==> src/rtl/gate_width_meter.sv <==
// ============================================================================
// Module      : gate_width_meter
// Description : Measures gate high width and rise-to-rise period in clk cycles.
// Revision    : 1.0 - initial release
// ============================================================================
`default_nettype none

module gate_width_meter #(
    parameter int CNT_W       = 4,
    parameter int PER_W       = 8,
    parameter int SYNC_STAGES = 2
) (
    input  logic             clk,
    input  logic             rst_n,
    input  logic             gate_in,
    output logic [CNT_W-1:0] width_out,
    output logic             width_valid,
    output logic             overflow,
    output logic [PER_W-1:0] period_out,
    output logic             period_valid
);

    localparam logic [CNT_W-1:0] C_WMAX = '1;
    localparam logic [PER_W-1:0] C_PMAX = '1;

    typedef enum logic [1:0] {
        IDLE = 2'd0,
        MEAS = 2'd1,
        OVF  = 2'd2
    } state_t;

    state_t           r_state;
    state_t           w_state_nxt;
    logic [SYNC_STAGES-1:0] r_sync;
    logic             r_prev;
    logic             w_s;
    logic             w_rise;
    logic [CNT_W-1:0] r_cnt;
    logic [CNT_W-1:0] w_cnt_nxt;
    logic [CNT_W-1:0] r_width;
    logic [CNT_W-1:0] w_width_nxt;
    logic             r_wvalid;
    logic             w_wvalid_nxt;
    logic             r_ovf;
    logic             w_ovf_nxt;
    logic [PER_W-1:0] r_per_cnt;
    logic [PER_W-1:0] r_period;
    logic             r_pvalid;
    logic             r_first_seen;

    // Chain and previous sample reset high so a gate already high at release
    // produces no rise until it has fallen.
    always_ff @(posedge clk or negedge rst_n) begin
        if (!rst_n) begin
            r_sync <= '1;
            r_prev <= 1'b1;
        end else begin
            r_sync <= {r_sync[SYNC_STAGES-2:0], gate_in};
            r_prev <= w_s;
        end
    end

    assign w_s    = r_sync[SYNC_STAGES-1];
    assign w_rise = w_s & ~r_prev;

    always_ff @(posedge clk or negedge rst_n) begin
        if (!rst_n) begin
            r_state  <= IDLE;
            r_cnt    <= '0;
            r_width  <= '0;
            r_wvalid <= 1'b0;
            r_ovf    <= 1'b0;
        end else begin
            r_state  <= w_state_nxt;
            r_cnt    <= w_cnt_nxt;
            r_width  <= w_width_nxt;
            r_wvalid <= w_wvalid_nxt;
            r_ovf    <= w_ovf_nxt;
        end
    end

    always_comb begin
        w_state_nxt  = r_state;
        w_cnt_nxt    = r_cnt;
        w_width_nxt  = r_width;
        w_wvalid_nxt = 1'b0;
        w_ovf_nxt    = 1'b0;
        case (r_state)
            IDLE: begin
                if (w_rise) begin
                    w_cnt_nxt   = CNT_W'(1);
                    w_state_nxt = MEAS;
                end
            end
            MEAS: begin
                if (w_s) begin
                    if (r_cnt == C_WMAX) begin
                        w_width_nxt  = C_WMAX;
                        w_wvalid_nxt = 1'b1;
                        w_ovf_nxt    = 1'b1;
                        w_state_nxt  = OVF;
                    end else begin
                        w_cnt_nxt = r_cnt + CNT_W'(1);
                    end
                end else begin
                    // s was high last cycle, so low here is the fall
                    w_width_nxt  = r_cnt;
                    w_wvalid_nxt = 1'b1;
                    w_state_nxt  = IDLE;
                end
            end
            OVF: begin
                if (!w_s) begin
                    w_state_nxt = IDLE;
                end
            end
            default: begin
                w_state_nxt = IDLE;
            end
        endcase
    end

    always_ff @(posedge clk or negedge rst_n) begin
        if (!rst_n) begin
            r_per_cnt    <= '0;
            r_period     <= '0;
            r_pvalid     <= 1'b0;
            r_first_seen <= 1'b0;
        end else begin
            r_pvalid <= 1'b0;
            if (w_rise) begin
                if (r_first_seen) begin
                    r_period <= r_per_cnt;
                    r_pvalid <= 1'b1;
                end
                r_per_cnt    <= PER_W'(1);
                r_first_seen <= 1'b1;
            end else if (r_per_cnt != C_PMAX) begin
                r_per_cnt <= r_per_cnt + PER_W'(1);
            end
        end
    end

    assign width_out    = r_width;
    assign width_valid  = r_wvalid;
    assign overflow     = r_ovf;
    assign period_out   = r_period;
    assign period_valid = r_pvalid;

endmodule

`default_nettype wire

==> config.mk <==
export PLATFORM = sky130hd
export DESIGN_NAME = gate_width_meter
export DESIGN_NICKNAME = d
export VERILOG_FILES = /design/src/rtl/gate_width_meter.sv
export SDC_FILE = /design/constraint.sdc
export NUM_CORES = 1
export LEC_CHECK = 0
export ABC_AREA = 1
export BUFFER_PORTS_ARGS = -buffer_cell sky130_fd_sc_hd__buf_2
export CAP_MARGIN = 20
export CORE_MARGIN = 2
export CORE_UTILIZATION = 50
export CTS_CLUSTER_DIAMETER = 200
export CTS_CLUSTER_SIZE = 28
export DETAILED_ROUTE_END_ITERATION = 8
export GPL_TIMING_DRIVEN = 0
export PLACE_DENSITY_LB_ADDON = 0.1
export SYNTH_ARGS = -nofsm -noshare
export SYNTH_HDL_FRONTEND = slang
export SYNTH_SLANG_ARGS = --single-unit
==> constraint.sdc <==
create_clock -name clk -period 1.3 [get_ports clk]
set_input_delay 0 -clock clk [delete_from_list [all_inputs] [get_ports clk]]
set_output_delay 0 -clock clk [all_outputs]
set_load 0.02 [all_outputs]
==> results.yml, run 1 <==
worst_setup_path:
  startpoint: "r_per_cnt[1]$_DFFE_PN0P_"
  crit_end: "r_per_cnt[0]$_DFFE_PN0P_"
  cpMaxStageDelayCell: "dfrtp_1"
  crit_path_max_fanout: 7
  ff2ff_path_depth: 6
  r2r_slack_ps: 80
  cp.required_ps: 1540
  critPathBufInv: 0
  critPathLaunchType: "flip-flop"
  cp-end-kind: "flip-flop"
  crit_cells: 6
  slowest_delay_ps: 420
  arrival_ps: 1460
  crit_chain: "ha_4, nand2_4, nor2_4, nand3_4, o21ai_1, nand2_1"
  crit_family: "flip-flops"
  reg2reg_to: "r_per_cnt[0]$_DFFE_PN0P_"
  criticalPathCategory: "flip-flop to flip-flop"
  timing.rr.start: "r_per_cnt[1]$_DFFE_PN0P_"
timing:
  fin_setup_tns_ps: 0
  finalSetupViolCount: 0
  finalHoldViolations: 0
  skew_ps: 10.1
  slew_violations: 0
  fin_crit_sh_pct: 93.9
  worstMarginPinSlew_ps: 711
  fmax_mhz: 819
  max_slew_margin_pct: 52.6
  period_minus_slack_ps: 1220
clocking:
  root_buffer: "clkbuf_4"
  cts_buffer_depth: 2
  htree_num_levels: 2
  clk_pin_slew_ps: 100
  clk_latency_ps: 340
  cts_made_buffers: 5
  tritoncts: "built"
  cts_num_sinks: 33
synth:
  seq_area_frac_synth_pct: 55.2
  synth_cell_types: 24
  synth-simple-area-share_pct: 28.6
  syn-cell-area_mm2: 0.00150
  synth_edf_count: 0
  async_reset_ff_share_pct: 100
  yosys_register_bits: 33
  synth.net_count: 167
  synth_compound_area_share_pct: 7.49
  yosysWarnings: 0
  synthMuxAreaShare_pct: 0
  ys.flop_type: "dfrtp_1"
  yosys.area_share.adder_pct: 1.66
  synth.avg_cell_area_um2: 9.28
  synth_top_family_by_area: "simple AND/OR/NAND/NOR gates"
  synthCells: 162
  synthXorXnorAreaFrac_pct: 0
routing:
  firstDrtPassIters: 6
  vias: 1161
  routed_wirelength_um: 2670
  via_per_inst: 5.09
  dr.first_iter.drc_count: 53
  antenna_left: 0
  drc_errors: 3
  routedWlPerCell_um: 11.7
final_layout:
  num_antenna_cells: 0
  final_cell_mix: "nand2_1 (44), dfrtp_1 (27), inv_1 (19)"
  mostFrequentLayoutCell: "nand2_1"
  area.growth.synth_to_final_pct: 20.7
  fin_cells: 228
  fin_nets: 201
  drive_gt1_share_pct: 32.5
outcome:
  violations: "design-rule violations"
  status: "complete, but fails checks"
global_routing:
  grt_pass1_vias: 1057
  grt_overflow: 0
  grt.total_usage_pct: 18.4
  antenna_found_initial: 0
  grt_pass1_wl_um: 4740
  grt_max_degree: 34
power_and_ir_drop:
  leakagePower_uw: 0.000934
  power_density_mw_per_mm2: 1540
  ir_drop_v: 0.000943
place:
  gp_congestion: 0.878
  dp.cells: 210
  dp_hpwl_um: 1770
  port_buffers: 17
floorplanning:
  core_area_mm2: 0.00281
  die_area_mm2: 0.00346
  die_w_um: 58.8
  core.rowCount: 19
  ios: 18
  start_util_pct: 53.6
  die_y_um: 58.8
flow_run:
  cap_violations: 0
hold_path:
  hp-class: "primary input to asynchronous set/reset pin"
worst min path at each step:
stage	slack (ps)	depth (start not counted)	from	to
global placement	90	1	rst_n	period_out[1]$_DFFE_PN0P_
detailed placement	100	1	rst_n	period_valid$_DFF_PN0_
floorplan	-300	0	rst_n	overflow$_DFF_PN0_
CTS	260	2	rst_n	period_out[7]$_DFFE_PN0P_
finish	250	2	rst_n	period_out[4]$_DFFE_PN0P_
global route	290	2	gate_in	r_sync[0]$_DFF_PN1_
routing by layer:
metal | global-route usage [%] | vias up | wire length (um)
met3 | 6.59 | 8 | 162
li1 | - | 586 | -
met1 | 27.0 | 538 | 1290
met4 | 6.82 | 0 | 51
met5 | 0 | - | 0
met2 | 25.1 | 29 | 1160
synthesized netlist by cell type, drive strengths merged (2+ instances only):
| master | n | share of area, % |
|---|---|---|
| nand4 | 5 | 2.1 |
| nor2 | 15 | 5.7 |
| a21oi | 2 | 0.67 |
| dfstp | 3 | 5.2 |
| ha | 2 | 1.7 |
| inv | 21 | 5.6 |
| dfrtp | 30 | 50 |
| nand2 | 50 | 14 |
| a22oi | 2 | 1.0 |
| buf | 2 | 1.5 |
| o21ai | 13 | 5.8 |
| nand3 | 15 | 6.5 |
timing repair:
action / in CTS / in global routing
hold buffers: 2 / 0
hold endpoints to repair: 31 / 0
resized for setup: 0 / 11
gates cloned: 0 / 1
endpoints found under the setup margin: 5 / 23
setup buffers: 4 / 4
pin swaps: 1 / 4
where the power goes:
group	internal (uW)	total [uW]	switching [uW]
Clock	267	595	329
Combinational	324	810	486
Sequential	1230	1390	165
sequential cells by signal, indices dropped and copies added, names as in the netlist:
register,count
r_prev,1
r_sync,2
period_out,8
overflow,1
r_cnt,4
period_valid,1
r_first_seen,1
r_per_cnt,8
width_valid,1
width_out,4
r_state,2
stage by stage:
step / total power [uW] / cell area [um2] / utilization (%) / worst slack, ps / hold slack (ps)
5_1_grt: 3010 / 1820 / 64.7 / -15.2 / 292
4_1_cts: 2720 / 1740 / 61.9 / 1.06 / 260
6_report: 2800 / 1820 / 64.7 / 79.2 / 251
2_1_floorplan: 1870 / 1500 / - / 56.1 / -296
3_5_place_dp: 2090 / 1630 / 58.0 / -20.3 / 97.1
3_3_place_gp: 2060 / 1630 / 58.0 / -2.42 / 88.6
cell type report:
cell class | instances | area, um2
inverter | 21 | 83.8
fill | 252 | 990
multi-input combinational | 106 | 596
tap | 31 | 38.8
buffer | 1 | 15.0
timing repair buffer | 28 | 190
sequential | 33 | 833
clock buffer | 8 | 58.8
kinds of logic (layout without fill, tap and decap cells):
logic type                 Yosys count  after routing
buffers and inverters               23             58
AOI/OAI and AO/OA                   17             17
and+or+nand+nor                     87             87
adders and majority gates            2              2
DFF                                 33             33
worst register-to-register path, stage by stage (launching register included):
cell and delay [ps]:
dfrtp_1 420, ha_4 170, nand2_4 70, nor2_4 170
nand3_4 130, o21ai_1 100, nand2_1 60
(Power assumes the default switching activity.)
==> run 2, diff against run 1 <==
--- a/config.mk
+++ b/config.mk
@@ -6,7 +6,7 @@
 export NUM_CORES = 1
 export LEC_CHECK = 0
 export ABC_AREA = 1
-export BUFFER_PORTS_ARGS = -buffer_cell sky130_fd_sc_hd__buf_2
+export BUFFER_PORTS_ARGS = -buffer_cell sky130_fd_sc_hd__buf_4
 export CAP_MARGIN = 20
 export CORE_MARGIN = 2
 export CORE_UTILIZATION = 50
==> run 2 against run 1 <==
The run still ends with design-rule violations left. Non-clock buffer count rose by 5. Fmax fell by 4.8%. Sequential share of layout area fell by 4.0 points. Register-to-register slack got worse by 60 ps. Worst setup slack got worse by 61 ps. Hold slack got worse by 130 ps. Final area rose by 9.4%. Via count rose by 6.2%. First-iteration DRC count rose by 23%. Critical endpoint is now period_out[5]$_DFFE_PN0P_. Largest cell class unchanged.
==> results.yml, run 2 (synthesis results as in run 1) <==
floorplanning:
  die_w_um: 58.8
  core_area_mm2: 0.00281
  ios: 18
  core.rowCount: 19
  start_util_pct: 53.6
  die_y_um: 58.8
  die_area_mm2: 0.00346
routing:
  routed_wirelength_um: 2920
  vias: 1233
  drc_errors: 3
  antenna_left: 0
  via_per_inst: 5.29
  firstDrtPassIters: 6
  dr.first_iter.drc_count: 65
  routedWlPerCell_um: 12.5
global_routing:
  grt_max_degree: 34
  grt_pass1_vias: 1086
  grt_overflow: 0
  grt.total_usage_pct: 18.9
  antenna_found_initial: 0
  grt_pass1_wl_um: 4910
clocking:
  tritoncts: "built"
  clk_pin_slew_ps: 110
  cts_num_sinks: 33
  cts_made_buffers: 5
  cts_buffer_depth: 2
  root_buffer: "clkbuf_4"
  htree_num_levels: 2
  clk_latency_ps: 350
timing:
  finalHoldViolations: 0
  period_minus_slack_ps: 1280
  fin_crit_sh_pct: 98.6
  setup_ws_ps: 17.8
  fin_setup_tns_ps: 0
  finalSetupViolCount: 0
  rsz0062_at_grt: "true"
  fmax_mhz: 780
  worstMarginPinSlew_ps: 409
  skew_ps: 13.3
  max_slew_margin_pct: 72.7
  slew_violations: 0
worst_setup_path:
  critPathBufInv: 3
  arrival_ps: 1550
  cp.required_ps: 1570
  cp-end-kind: "flip-flop"
  crit_family: "flip-flops"
  critPathLaunchType: "flip-flop"
  slowest_delay_ps: 560
  crit_chain: "buf_6, inv_4, nor2_8, nand2_4, clkbuf_16, o21ai_2"
  cpMaxStageDelayCell: "dfstp_2"
  crit_path_max_fanout: 6
  criticalPathCategory: "flip-flop to flip-flop"
final_layout:
  num_antenna_cells: 0
  final_util_pct: 70.8
  fin_nets: 206
  fill_cells: 215
  mostFrequentLayoutCell: "nand2_1"
  drive_gt1_share_pct: 38.1
  area.growth.synth_to_final_pct: 32.1
  final_area_mm2: 0.00199
  final_cell_mix: "nand2_1 (39), buf_4 (28), dfrtp_1 (28)"
power_and_ir_drop:
  power_frac_comb_pct: 29.2
  pwr-share-clk_pct: 28.8
  ir_drop_v: 0.000770
  power_density_mw_per_mm2: 1680
  netSwitchingPower_uw: 1070
  leakagePower_uw: 0.00101
  pwr-share-seq_pct: 42.0
  p_int_uw: 2270
  switching_share_pct: 32.1
place:
  gp_congestion: 0.887
  dp_hpwl_um: 1850
  postPlaceCellArea_mm2: 0.00167
  pre_cts_slack_ps: -13.1
  port_buffers: 17
outcome:
  violations: "design-rule violations"
  status: "complete, but fails checks"
flow_run:
  cap_violations: 0
hold_path:
  hp-class: "primary input to asynchronous set/reset pin"
==> run 2: cell types whose count changed in the layout (fill, tap and decap cells not counted), sizes merged <==
cell,previous run,this run
buf,26,31
bufinv,0,2
clkinv,0,1
clkbuf,9,6
==> run 2: power by group through the flow <==
stage / Clock, uW / Sequential [uW] / Combinational (uW)
global placement: 0 / 1410 / 713
CTS: 971 / 1400 / 750
finish: 962 / 1400 / 974
detailed placement: 0 / 1420 / 729
floorplan: 0 / 1490 / 374
global route: 1020 / 1430 / 1080
==> run 2: path summary, 6_finish.rpt <==
check	to	cells past startpoint	slack, ps	startpoint
worst max-delay path	period_out[5]$_DFFE_PN0P_	6	20	r_sync[1]$_DFF_PN1_
worst min-delay path	r_per_cnt[2]$_DFFE_PN0P_	2	130	rst_n
worst max register to register	period_out[5]$_DFFE_PN0P_	6	20	r_sync[1]$_DFF_PN1_
worst min register to register	r_sync[1]$_DFF_PN1_	0	360	r_sync[0]$_DFF_PN1_
max in group asynchronous	r_sync[0]$_DFF_PN1_	2	850	rst_n
min in group clk	r_sync[0]$_DFF_PN1_	2	300	gate_in
==> run 2: layout make-up <==
| type | count | area [um2] | share of cell area [%] |
|---|---|---|---|
| sequential | 33 | 832 | 41.9 |
| clock buffer | 5 | 37.5 | 1.89 |
| clock inverter | 3 | 65.1 | 3.27 |
| multi-input combinational | 106 | 632 | 31.8 |
| buffer | 2 | 31.3 | 1.57 |
| inverter | 21 | 83.8 | 4.22 |
| timing repair buffer | 32 | 267 | 13.4 |
| tap | 31 | 38.8 | 1.95 |
==> run 2: metal layers <==
metal  up-vias  GRT usage [%]  wire (um)
met5         -              0          0
met4         0           5.84         39
met3         7           6.59        186
met2        38           27.8       1320
met1       586           26.3       1370
li1        602              -          -
==> run 2: repair_timing <==
item,CTS,global route
setup buffers,3,9
endpoints found under the setup margin,9,21
hold buffers,2,0
pin swaps,3,7
resized for setup,3,18
hold endpoints to repair,34,0
cloned,0,1
==> run 2: per-stage QoR <==
step           hold WS [ps]  power, uW  std cells
6_report                125       3340        233
5_1_grt                 151       3530        233
4_1_cts                 140       3130        223
3_5_place_dp          -37.8       2150        210
3_3_place_gp          -40.0       2120        210
2_1_floorplan          -296       1870        162
==> run 2: worst reg2reg max path, cell delays in order (launching register included) <==
cell and delay, ps:
dfstp_2 560, buf_6 110, inv_4 40, nor2_8 130, nand2_4 100, clkbuf_16 170, o21ai_2 110
==> run 3, diff against run 2 <==
--- a/config.mk
+++ b/config.mk
@@ -5,7 +5,6 @@
 export SDC_FILE = /design/constraint.sdc
 export NUM_CORES = 1
 export LEC_CHECK = 0
-export ABC_AREA = 1
 export BUFFER_PORTS_ARGS = -buffer_cell sky130_fd_sc_hd__buf_4
 export CAP_MARGIN = 20
 export CORE_MARGIN = 2
==> run 3 against run 2 <==
The run ends with negative setup slack left. Critical path depth is 2 lower. Clock power is 32% lower. Clock skew grew 1.8 ps. Register-to-register slack lost 320 ps. Via count fell by 9.4%. Sequential share of layout area increased by 0.64 points. Critical path type unchanged. Critical endpoint is now r_cnt[3]$_DFFE_PN0P_. Highest routed layer unchanged.
==> results.yml, run 3 <==
worst_setup_path:
  slowest_delay_ps: 510
  criticalPathCategory: "flip-flop to flip-flop"
  crit_chain: "ha_2, and3_4, o221a_1, or4_1"
  cpMaxStageDelayCell: "or4_1"
  cp.required_ps: 1500
  critPathBufInv: 0
  critPathLaunchType: "flip-flop"
  crit_family: "simple AND/OR/NAND/NOR gates"
  crit_path_max_fanout: 4
  arrival_ps: 1810
  cp-end-kind: "flip-flop"
  r2r_slack_ps: -310
synth:
  yosys_register_bits: 33
  async_reset_ff_share_pct: 100
  yosysWarnings: 0
  syn-cell-area_mm2: 0.00140
  synth.net_count: 118
  synth_top_area_share_pct: 53.8
  yosysMostFrequentCell: "dfrtp_1"
  synth_edf_count: 0
  synthCells: 113
  synth_commonest_cells: "dfrtp_1 (30), mux2_2 (9), nand2b_1 (6), nand3_1 (6), o21ai_0 (6)"
  yosys.area.top_type: "dfrtp_1"
  seq_area_frac_synth_pct: 59.4
  ys.flop_type: "dfrtp_1"
  synthTopCellsByArea: "dfrtp_1 (54%), mux2_2 (7.3%), dfstp_2 (5.6%), nand2b_1 (2.7%), o22a_1 (2.5%)"
  synth_cell_types: 37
  synth.avg_cell_area_um2: 12.4
global_routing:
  antenna_found_initial: 0
  grt.total_usage_pct: 20.0
  grt_pass1_wl_um: 4880
  grt_pass1_vias: 1047
  grt_max_degree: 34
  grt_overflow: 0
final_layout:
  mostFrequentLayoutCell: "dfrtp_1"
  area.growth.synth_to_final_pct: 40.1
  fin_nets: 158
  fin_cells: 185
  drive_gt1_share_pct: 49.4
  final_cell_mix: "dfrtp_1 (28), buf_4 (25), mux2_2 (8)"
  num_antenna_cells: 0
place:
  pre_cts_slack_ps: -378
  gp_congestion: 0.812
  dp_hpwl_um: 1670
  port_buffers: 17
  dp.cells: 161
flow_run:
  cap_violations: 0
timing:
  fin_crit_sh_pct: 124
  finalSetupViolCount: 14
  fin_setup_tns_ps: -2090
  finalHoldViolations: 0
  slew_violations: 0
  worstMarginPinSlew_ps: 413
  skew_ps: 15.1
  period_minus_slack_ps: 1610
  rsz0062_at_grt: "true"
  fmax_mhz: 622
  setup_ws_ps: -306
  max_slew_margin_pct: 72.5
floorplanning:
  start_util_pct: 51.5
  core_area_mm2: 0.00271
  die_area_mm2: 0.00323
  core.rowCount: 19
  ios: 18
  die_y_um: 56.8
  die_w_um: 56.8
clocking:
  root_buffer: "clkbuf_4"
  htree_num_levels: 2
  cts_num_sinks: 33
  cts_buffer_depth: 2
  clk_latency_ps: 330
  cts_made_buffers: 5
  clk_pin_slew_ps: 110
  tritoncts: "built"
power_and_ir_drop:
  ir_drop_v: 0.00135
  power_density_mw_per_mm2: 1620
  fin_total_pwr_uw: 3170
  leakagePower_uw: 0.000875
routing:
  via_per_inst: 6.04
  antenna_left: 0
  routed_wirelength_um: 3060
  vias: 1117
  drc_errors: 0
  dr.first_iter.drc_count: 37
  routedWlPerCell_um: 16.6
  firstDrtPassIters: 4
outcome:
  status: "complete, but fails checks"
  violations: "negative setup slack"
hold_path:
  hp-class: "primary input to asynchronous set/reset pin"
[run 3: layout make-up]
type,count,area (um2)
Clock buffer,7,65.1
Clock inverter,1,5.00
Fill cell,184,753
Inverter,2,7.51
Multi-Input combinational cell,77,713
Sequential cell,33,832
Tap cell,31,38.8
Timing Repair Buffer,34,295
[run 3: metal layers]
layer  vias up  part of all wire [%]  wire length, um  GRT usage, %
li1        509                     -                -             -
met4         0                   1.7               53          9.30
met3         6                   6.6              202          7.60
met5         -                     0                0             0
met2        43                    48             1470          29.4
met1       559                    44             1340          26.2
[run 3: worst paths after layout]
check | cells past startpoint | to | startpoint
max reg2reg | 4 | r_cnt[3]$_DFFE_PN0P_ | r_cnt[1]$_DFFE_PN0P_
min reg2reg | 0 | r_sync[1]$_DFF_PN1_ | r_sync[0]$_DFF_PN1_
max | 4 | r_cnt[3]$_DFFE_PN0P_ | r_cnt[1]$_DFFE_PN0P_
min | 2 | r_per_cnt[2]$_DFFE_PN0P_ | rst_n
min in group clk | 2 | r_sync[0]$_DFF_PN1_ | gate_in
max in group asynchronous | 2 | r_sync[1]$_DFF_PN1_ | rst_n
[run 3: repair_timing]
action | in CTS | in global routing
pin swaps | 3 | 12
setup endpoints to repair | 24 | 22
resized for setup | 8 | 25
hold buffers | 2 | 0
endpoints found under the hold margin | 34 | 0
buffers inserted | 11 | 6
gates cloned | 1 | 0
[run 3: cells by family after synthesis]
family,after synthesis,synth area share [%]
adder cells (fa/ha/maj),2,1.79
flip-flops,33,59.4
buffers and inverters,4,1.08
AND/OR/NAND/NOR,38,16.2
multiplexers,10,7.98
AO/OA/AOI/OAI,26,13.5
[run 3: power by group]
part / internal, uW / switching [uW]
Clock: 313 / 338
Combinational: 541 / 462
Sequential: 1260 / 263
Total: 2110 / 1060
[run 3: stage by stage]
stage | hold WS (ps) | cell area (um2) | util [%]
after detailed placement | -40.1 | 1590 | 58.6
after global placement | -44.9 | 1590 | 58.6
after floorplan | -296 | 1420 | -
after CTS | 139 | 1800 | 66.3
final | 133 | 1960 | 72.2
after global routing | 150 | 1960 | 72.2
